`src/rtl/seq_divider4.sv`:
```
// seq_divider4: 4-bit restoring sequential divider, one quotient bit per clock.
// Latency: START accepting edge to DONE is 4 edges, or 0 extra edges for a zero divisor.
// Backpressure: none. START is only sampled in IDLE and is ignored while busy or finishing.
//
// Ports:
//   CLK, RST_N        clock, synchronous active-low reset
//   START, A, B       request, 4-bit dividend and 4-bit divisor (captured on the accepting edge)
//   BUSY, DONE        high while calculating, one-cycle pulse when a result is valid
//   Q, R, ZF, DZF     quotient, remainder, quotient-is-zero flag, divide-by-zero flag
// Build option: define DIV_SIGNED_EN for two's-complement operands.
// The divider then works on magnitudes and restores the signs when it writes the result.
module seq_divider4 (
    input  logic       CLK,
    input  logic       RST_N,
    input  logic       START,
    input  logic [3:0] A,
    input  logic [3:0] B,
    output logic       BUSY,
    output logic       DONE,
    output logic [3:0] Q,
    output logic [3:0] R,
    output logic       ZF,
    output logic       DZF
);

    typedef enum logic [1:0] {
        IDLE = 2'd0,
        CALC = 2'd1,
        FIN  = 2'd2
    } state_t;

    state_t     state_q, state_d;
    logic [4:0] prem_q, prem_d;     // partial remainder; 5 bits so the shifted value never overflows
    logic [3:0] dvd_q, dvd_d;       // dividend bits shift out of the top while quotient bits shift in at the bottom
    logic [3:0] dvs_q, dvs_d;       // divisor (magnitude)
    logic [1:0] cnt_q, cnt_d;       // remaining steps after the current one
    logic       busy_d, done_d;
    logic [3:0] q_d, r_d;
    logic       zf_d, dzf_d;

    logic [3:0] a_mag, b_mag;
    logic [4:0] shifted, diff;
    logic       ge;
    logic [3:0] q_raw, r_raw, q_fin, r_fin;

`ifdef DIV_SIGNED_EN
    logic neg_q_q, neg_q_d;
    logic neg_r_q, neg_r_d;

    // The magnitude of -8 is 8, which still fits in 4 unsigned bits.
    assign a_mag = A[3] ? (~A + 4'd1) : A;
    assign b_mag = B[3] ? (~B + 4'd1) : B;
    assign q_fin = neg_q_q ? (~q_raw + 4'd1) : q_raw;
    assign r_fin = neg_r_q ? (~r_raw + 4'd1) : r_raw;
`else
    assign a_mag = A;
    assign b_mag = B;
    assign q_fin = q_raw;
    assign r_fin = r_raw;
`endif

    // One restoring step: bring in the next dividend bit, then trial-subtract.
    assign shifted = (prem_q << 1) | {4'b0000, dvd_q[3]};
    assign ge      = (shifted >= {1'b0, dvs_q});
    assign diff    = shifted - {1'b0, dvs_q};
    assign q_raw   = {dvd_q[2:0], ge};
    assign r_raw   = ge ? diff[3:0] : shifted[3:0];

    always_comb begin
        state_d = state_q;
        prem_d  = prem_q;
        dvd_d   = dvd_q;
        dvs_d   = dvs_q;
        cnt_d   = cnt_q;
        busy_d  = 1'b0;
        done_d  = 1'b0;
        q_d     = Q;
        r_d     = R;
        zf_d    = ZF;
        dzf_d   = DZF;
`ifdef DIV_SIGNED_EN
        neg_q_d = neg_q_q;
        neg_r_d = neg_r_q;
`endif
        case (state_q)
            IDLE: begin
                if (START) begin
                    prem_d = 5'd0;
                    dvd_d  = a_mag;
                    dvs_d  = b_mag;
`ifdef DIV_SIGNED_EN
                    neg_q_d = A[3] ^ B[3];
                    neg_r_d = A[3];
`endif
                    if (B == 4'd0) begin
                        // Zero divisor: report immediately and skip the calculation.
                        q_d     = 4'hF;
                        r_d     = A;
                        zf_d    = 1'b0;
                        dzf_d   = 1'b1;
                        done_d  = 1'b1;
                        cnt_d   = 2'd0;
                        state_d = FIN;
                    end else begin
                        cnt_d   = 2'd3;
                        busy_d  = 1'b1;
                        state_d = CALC;
                    end
                end
            end
            CALC: begin
                prem_d = ge ? diff : shifted;
                dvd_d  = q_raw;
                if (cnt_q == 2'd0) begin
                    q_d     = q_fin;
                    r_d     = r_fin;
                    zf_d    = (q_fin == 4'd0);
                    dzf_d   = 1'b0;
                    done_d  = 1'b1;
                    state_d = FIN;
                end else begin
                    cnt_d  = cnt_q - 2'd1;
                    busy_d = 1'b1;
                end
            end
            FIN: begin
                state_d = IDLE;
            end
            default: begin
                state_d = IDLE;
            end
        endcase
    end

    always_ff @(posedge CLK) begin
        if (!RST_N) begin
            state_q <= IDLE;
            prem_q  <= 5'd0;
            dvd_q   <= 4'd0;
            dvs_q   <= 4'd0;
            cnt_q   <= 2'd0;
            BUSY    <= 1'b0;
            DONE    <= 1'b0;
            Q       <= 4'd0;
            R       <= 4'd0;
            ZF      <= 1'b1;
            DZF     <= 1'b0;
`ifdef DIV_SIGNED_EN
            neg_q_q <= 1'b0;
            neg_r_q <= 1'b0;
`endif
        end else begin
            state_q <= state_d;
            prem_q  <= prem_d;
            dvd_q   <= dvd_d;
            dvs_q   <= dvs_d;
            cnt_q   <= cnt_d;
            BUSY    <= busy_d;
            DONE    <= done_d;
            Q       <= q_d;
            R       <= r_d;
            ZF      <= zf_d;
            DZF     <= dzf_d;
`ifdef DIV_SIGNED_EN
            neg_q_q <= neg_q_d;
            neg_r_q <= neg_r_d;
`endif
        end
    end

endmodule

```
`config.mk`:
```
export PLATFORM = sky130hd
export DESIGN_NAME = seq_divider4
export DESIGN_NICKNAME = d
export VERILOG_FILES = /design/src/rtl/seq_divider4.sv
export SDC_FILE = /design/constraint.sdc
export NUM_CORES = 1
export LEC_CHECK = 0
export ABC_AREA = 1
export CAP_MARGIN = 40
export CORE_MARGIN = 1
export CORE_UTILIZATION = 43
export CTS_BUF_LIST = sky130_fd_sc_hd__clkbuf_4 sky130_fd_sc_hd__clkbuf_8 sky130_fd_sc_hd__clkbuf_16
export DETAILED_ROUTE_END_ITERATION = 16
export PLACE_DENSITY = 0.65
export RECOVER_POWER = 25
export SLEW_MARGIN = 20
export SYNTH_ARGS = -nofsm -noshare
export SYNTH_HDL_FRONTEND = slang
export SYNTH_SLANG_ARGS = --single-unit
```
`constraint.sdc`:
```
create_clock -name CLK -period 2.05 [get_ports CLK]
set_clock_uncertainty 0.05 [all_clocks]
set_input_delay 0.41 -clock CLK [delete_from_list [all_inputs] [get_ports CLK]]
set_output_delay 0.41 -clock CLK [all_outputs]
set_load 0.005 [all_outputs]
```
==> results.txt <==
----------------------------------------------------
[Run status]
  Status ... finished, final reports clean

[Detailed routing]
  Drt via density ... 5.19
  Drt drc ... 0
  Average wire per standard cell ... 11.7 um
  Number of vias in the routed layout ... 1250
  Detailed Route WL ... about 2800 um
  Number of search-and-repair iterations in the first detailed-routing pass ... 10
  Number of DRC markers in iteration 0 ... 33
  Number of antenna-violating nets in the routed design ... 0

[Yosys]
  Total number of yosys warnings ... 0
  Post-Syn Instances ... approximately 190
  Main flop type after synthesis ... sky130_fd_sc_hd__dfxtp_1
  Top-area cell type share of the netlist area ... 0.416
  Count of flip-flops with a built-in enable after synthesis ... 0
  Post-synthesis sequential element count ... 28
  Top area cells in the synthesized netlist ... sky130_fd_sc_hd__dfxtp_1 (42%), sky130_fd_sc_hd__nand2_1 (8.3%), sky130_fd_sc_hd__a21oi_1 (6.7%)
  Cell types with the highest counts after synthesis ... sky130_fd_sc_hd__nand2_1 (30), sky130_fd_sc_hd__dfxtp_1 (28), sky130_fd_sc_hd__inv_1 (24), sky130_fd_sc_hd__nor2_1 (23), sky130_fd_sc_hd__a21oi_1 (18)
  Count leader, synth ... sky130_fd_sc_hd__nand2_1
  Syn_nets ... 204
  Largest area contributor in the netlist ... sky130_fd_sc_hd__dfxtp_1
  Number of unique standard cell types used by synthesis ... 23
  Sequential cell area fraction in the yosys report ... 0.416
  Post-synthesis async set-or-reset flop share ... 0
  Netlist Area Pre-Place ... about 1300 sq um
  Mean cell area of the mapped netlist ... just over 7 sq um

[Clock network]
  Clock transition at path regs ... approximately 0.14 ns
  Clock latency reported for the late side of the worst-skew pair ... between 0.3 and 0.4 ns
  Clock tree from TritonCTS ... done
  Total clock buffers created by CTS ... 3
  TritonCTS sink count ... 28
  H-Tree Depth ... 1
  Cts repair resizes ... 0
  Post-CTS Hold Buffers ... 0
  Largest buffer count on any clock path ... 2
  Number of buffers added for setup after CTS ... 0
  Buffer cell driving the clock tree root ... sky130_fd_sc_hd__clkbuf_4

[Worst hold path]
  Worst hold stages ... 2
  Worst-case hold path end point ... dvs_q[2]$_SDFFE_PN0P_
  Hold wc startpoint ... dvs_q[2]$_SDFFE_PN0P_
  Worst Hold Class ... flip-flop to flip-flop

[Critical path]
  CP Data Arrival Time ... around 1.9 ns
  Count of cells along the worst register-to-register path ... 9
  Register-to-Register Setup Slack ... roughly 0.4 ns
  Crit start category ... input pin
  Setup CP Type ... input pin to flip-flop
  Reg2reg end ... R[3]$_SDFFE_PN0P_
  Critical Path End Type ... flip-flop
  Crit Reg-Reg Startpoint ... prem_q[1]$_SDFFE_PN0P_
  Critical-path maximum fanout ... 8
  CP required ... 2.24 ns

[GRT]
  Pin count of the biggest net entering global routing ... 17
  First-pass GRT wire length ... between 4000 and 5000 um
  GR Util met1 ... 0.239
  Met2 track utilization from global routing ... 0.310
  GR Overflow Total ... 0
  Initial antenna violation count ... 0
  Global-route usage over all layers ... 0.185
  Vias in the first global route ... around 1.2k
  Routing usage on met3 ... 0.0246
  Global-route layer with the greatest usage ... met2

[Layout]
  Final cell count without fillers ... between 200 and 250
  Area delta synth->final ... 20.2%
  Nets@finish ... approximately 230
  Fraction of layout cells with a size suffix above 1 ... 0.0714
  Core utilization of the finished layout ... 0.568
  Finished Cell Area ... between 1500 and 2000 sq um
  Diodes inserted ... 0

[Timing]
  Min Hold Slack ... approximately 0.43 ns
  Shortest period the worst path allows ... 1.75 ns
  Period Utilization, post-route ... 0.853
  Worst Tran Pin Value ... ~0.4 ns
  F_max ... approximately 0.57 GHz
  Setup total negative slack ... 0 ns
  Number of hold-slack violations in the final timing report ... 0
  Final setup violation count ... 0
  Count of final max-slew check failures ... 0
  Setup repair after global routing missed its margin ... false
  Relative slew slack ... 0.738

[Placed design]
  Port buffer count ... 22
  Final RePlAce weighted congestion ... between 0.7 and 0.8
  Cell count after placement ... approximately 240
  HPWL after DPL ... ~2200 um
  Area post-placement ... between 1500 and 2000 sq um

[Floorplanning]
  Core outline area ... approximately 2900 sq um
  Initial core utilization ... 0.473
  Placement Rows ... 19
  Num ports ... 23
  Die Footprint ... roughly 3400 sq um
  DIE WIDTH ... roughly 58 um
  Die height ... 58.0 um

[Power and ir drop]
  Static power due to leakage ... 0.757 nW
  PwrDens ... roughly 780 nW/um^2
  Worst VDD drop ... roughly 510 uV

[Flow run]
  Number of violations of the max-capacitance limit ... 0

----------------------------------------------------
## area by class of cell
class,instances,area (sq um)
multi-input cells,126,647
flip-flops and latches,28,561
inverters,28,108
clock buffers,4,36.3
fillers,280,1230
repair buffers,24,231
well taps,31,38.8
## layer usage
metal | routed length (um) | share of wire
met5 | 0 | 0
met4 | 32 | 0.011
met3 | 103 | 0.036
met2 | 1320 | 0.47
met1 | 1370 | 0.48
## cell usage in the layout, fill, tap and decap left out, types with 2 or more instances in the layout
| cell | instances |
|---|---|
| sky130_fd_sc_hd__nor2_1 | 24 |
| sky130_fd_sc_hd__nand3_1 | 16 |
| sky130_fd_sc_hd__dfxtp_1 | 28 |
| sky130_fd_sc_hd__clkdlybuf4s50_1 | 21 |
| sky130_fd_sc_hd__nand2_2 | 3 |
| sky130_fd_sc_hd__nand2_1 | 31 |
| sky130_fd_sc_hd__o21ai_0 | 14 |
| sky130_fd_sc_hd__a21oi_1 | 18 |
| sky130_fd_sc_hd__ha_1 | 5 |
| sky130_fd_sc_hd__nor2_4 | 2 |
| sky130_fd_sc_hd__clkbuf_4 | 3 |
| sky130_fd_sc_hd__o21ai_1 | 3 |
| sky130_fd_sc_hd__inv_2 | 2 |
| sky130_fd_sc_hd__inv_1 | 24 |
| sky130_fd_sc_hd__nand4_1 | 4 |
## registers in the layout (all words and copies together), names as in the netlist
signal / count
BUSY: 1
dvs_q: 4
cnt_q: 2
prem_q: 4
dvd_q: 4
DONE: 1
R: 4
ZF: 1
state_q: 2
Q: 4
DZF: 1
## stage by stage
stage,total power (W),setup slack (ns)
floorplan,0.000892,0.576
global placement,0.00101,0.243
detailed placement,0.00102,0.208
CTS,0.00129,0.383
global route,0.00136,0.203
finish,0.00127,0.302
## worst max-delay path by stage
stage                     depth (start not counted)  slack, ns                endpoint             startpoint
after detailed placement                         10       0.21       R[1]$_SDFFE_PN0P_                   B[1]
after global placement                            8       0.24       R[1]$_SDFFE_PN0P_                  START
after global routing                              6       0.20   cnt_q[0]$_SDFFE_PN0P_                  START
after CTS                                         1       0.38                    Q[2]      Q[2]$_SDFFE_PN0P_
final                                             8       0.30       R[3]$_SDFFE_PN0P_                  START
after floorplan                                  10       0.58  prem_q[2]$_SDFFE_PN0P_  dvs_q[2]$_SDFFE_PN0P_
## power by group
group	switching (W)	internal, W
Combinational	0.000215	0.000157
Sequential	0.0000327	0.000601
Clock	0.000153	0.000109
## cell families after synthesis
family                   synth area share
XOR/XNOR                          0.00649
buffers and inverters              0.0974
AO/OA/AOI/OAI                       0.146
AND/OR/NAND/NOR                     0.274
adder cells (fa/ha/maj)            0.0612
flip-flops                          0.416
## critical path, stage by stage
cell	delay, ns
sky130_fd_sc_hd__dlygate4sd3_1	0.59
sky130_fd_sc_hd__nand2_1	0.17
sky130_fd_sc_hd__nor2_1	0.28
sky130_fd_sc_hd__nor2_4	0.11
sky130_fd_sc_hd__a21oi_1	0.17
sky130_fd_sc_hd__nand3_1	0.11
sky130_fd_sc_hd__nand2_1	0.06
sky130_fd_sc_hd__inv_1	0.04
(Power assumes the default switching activity.)
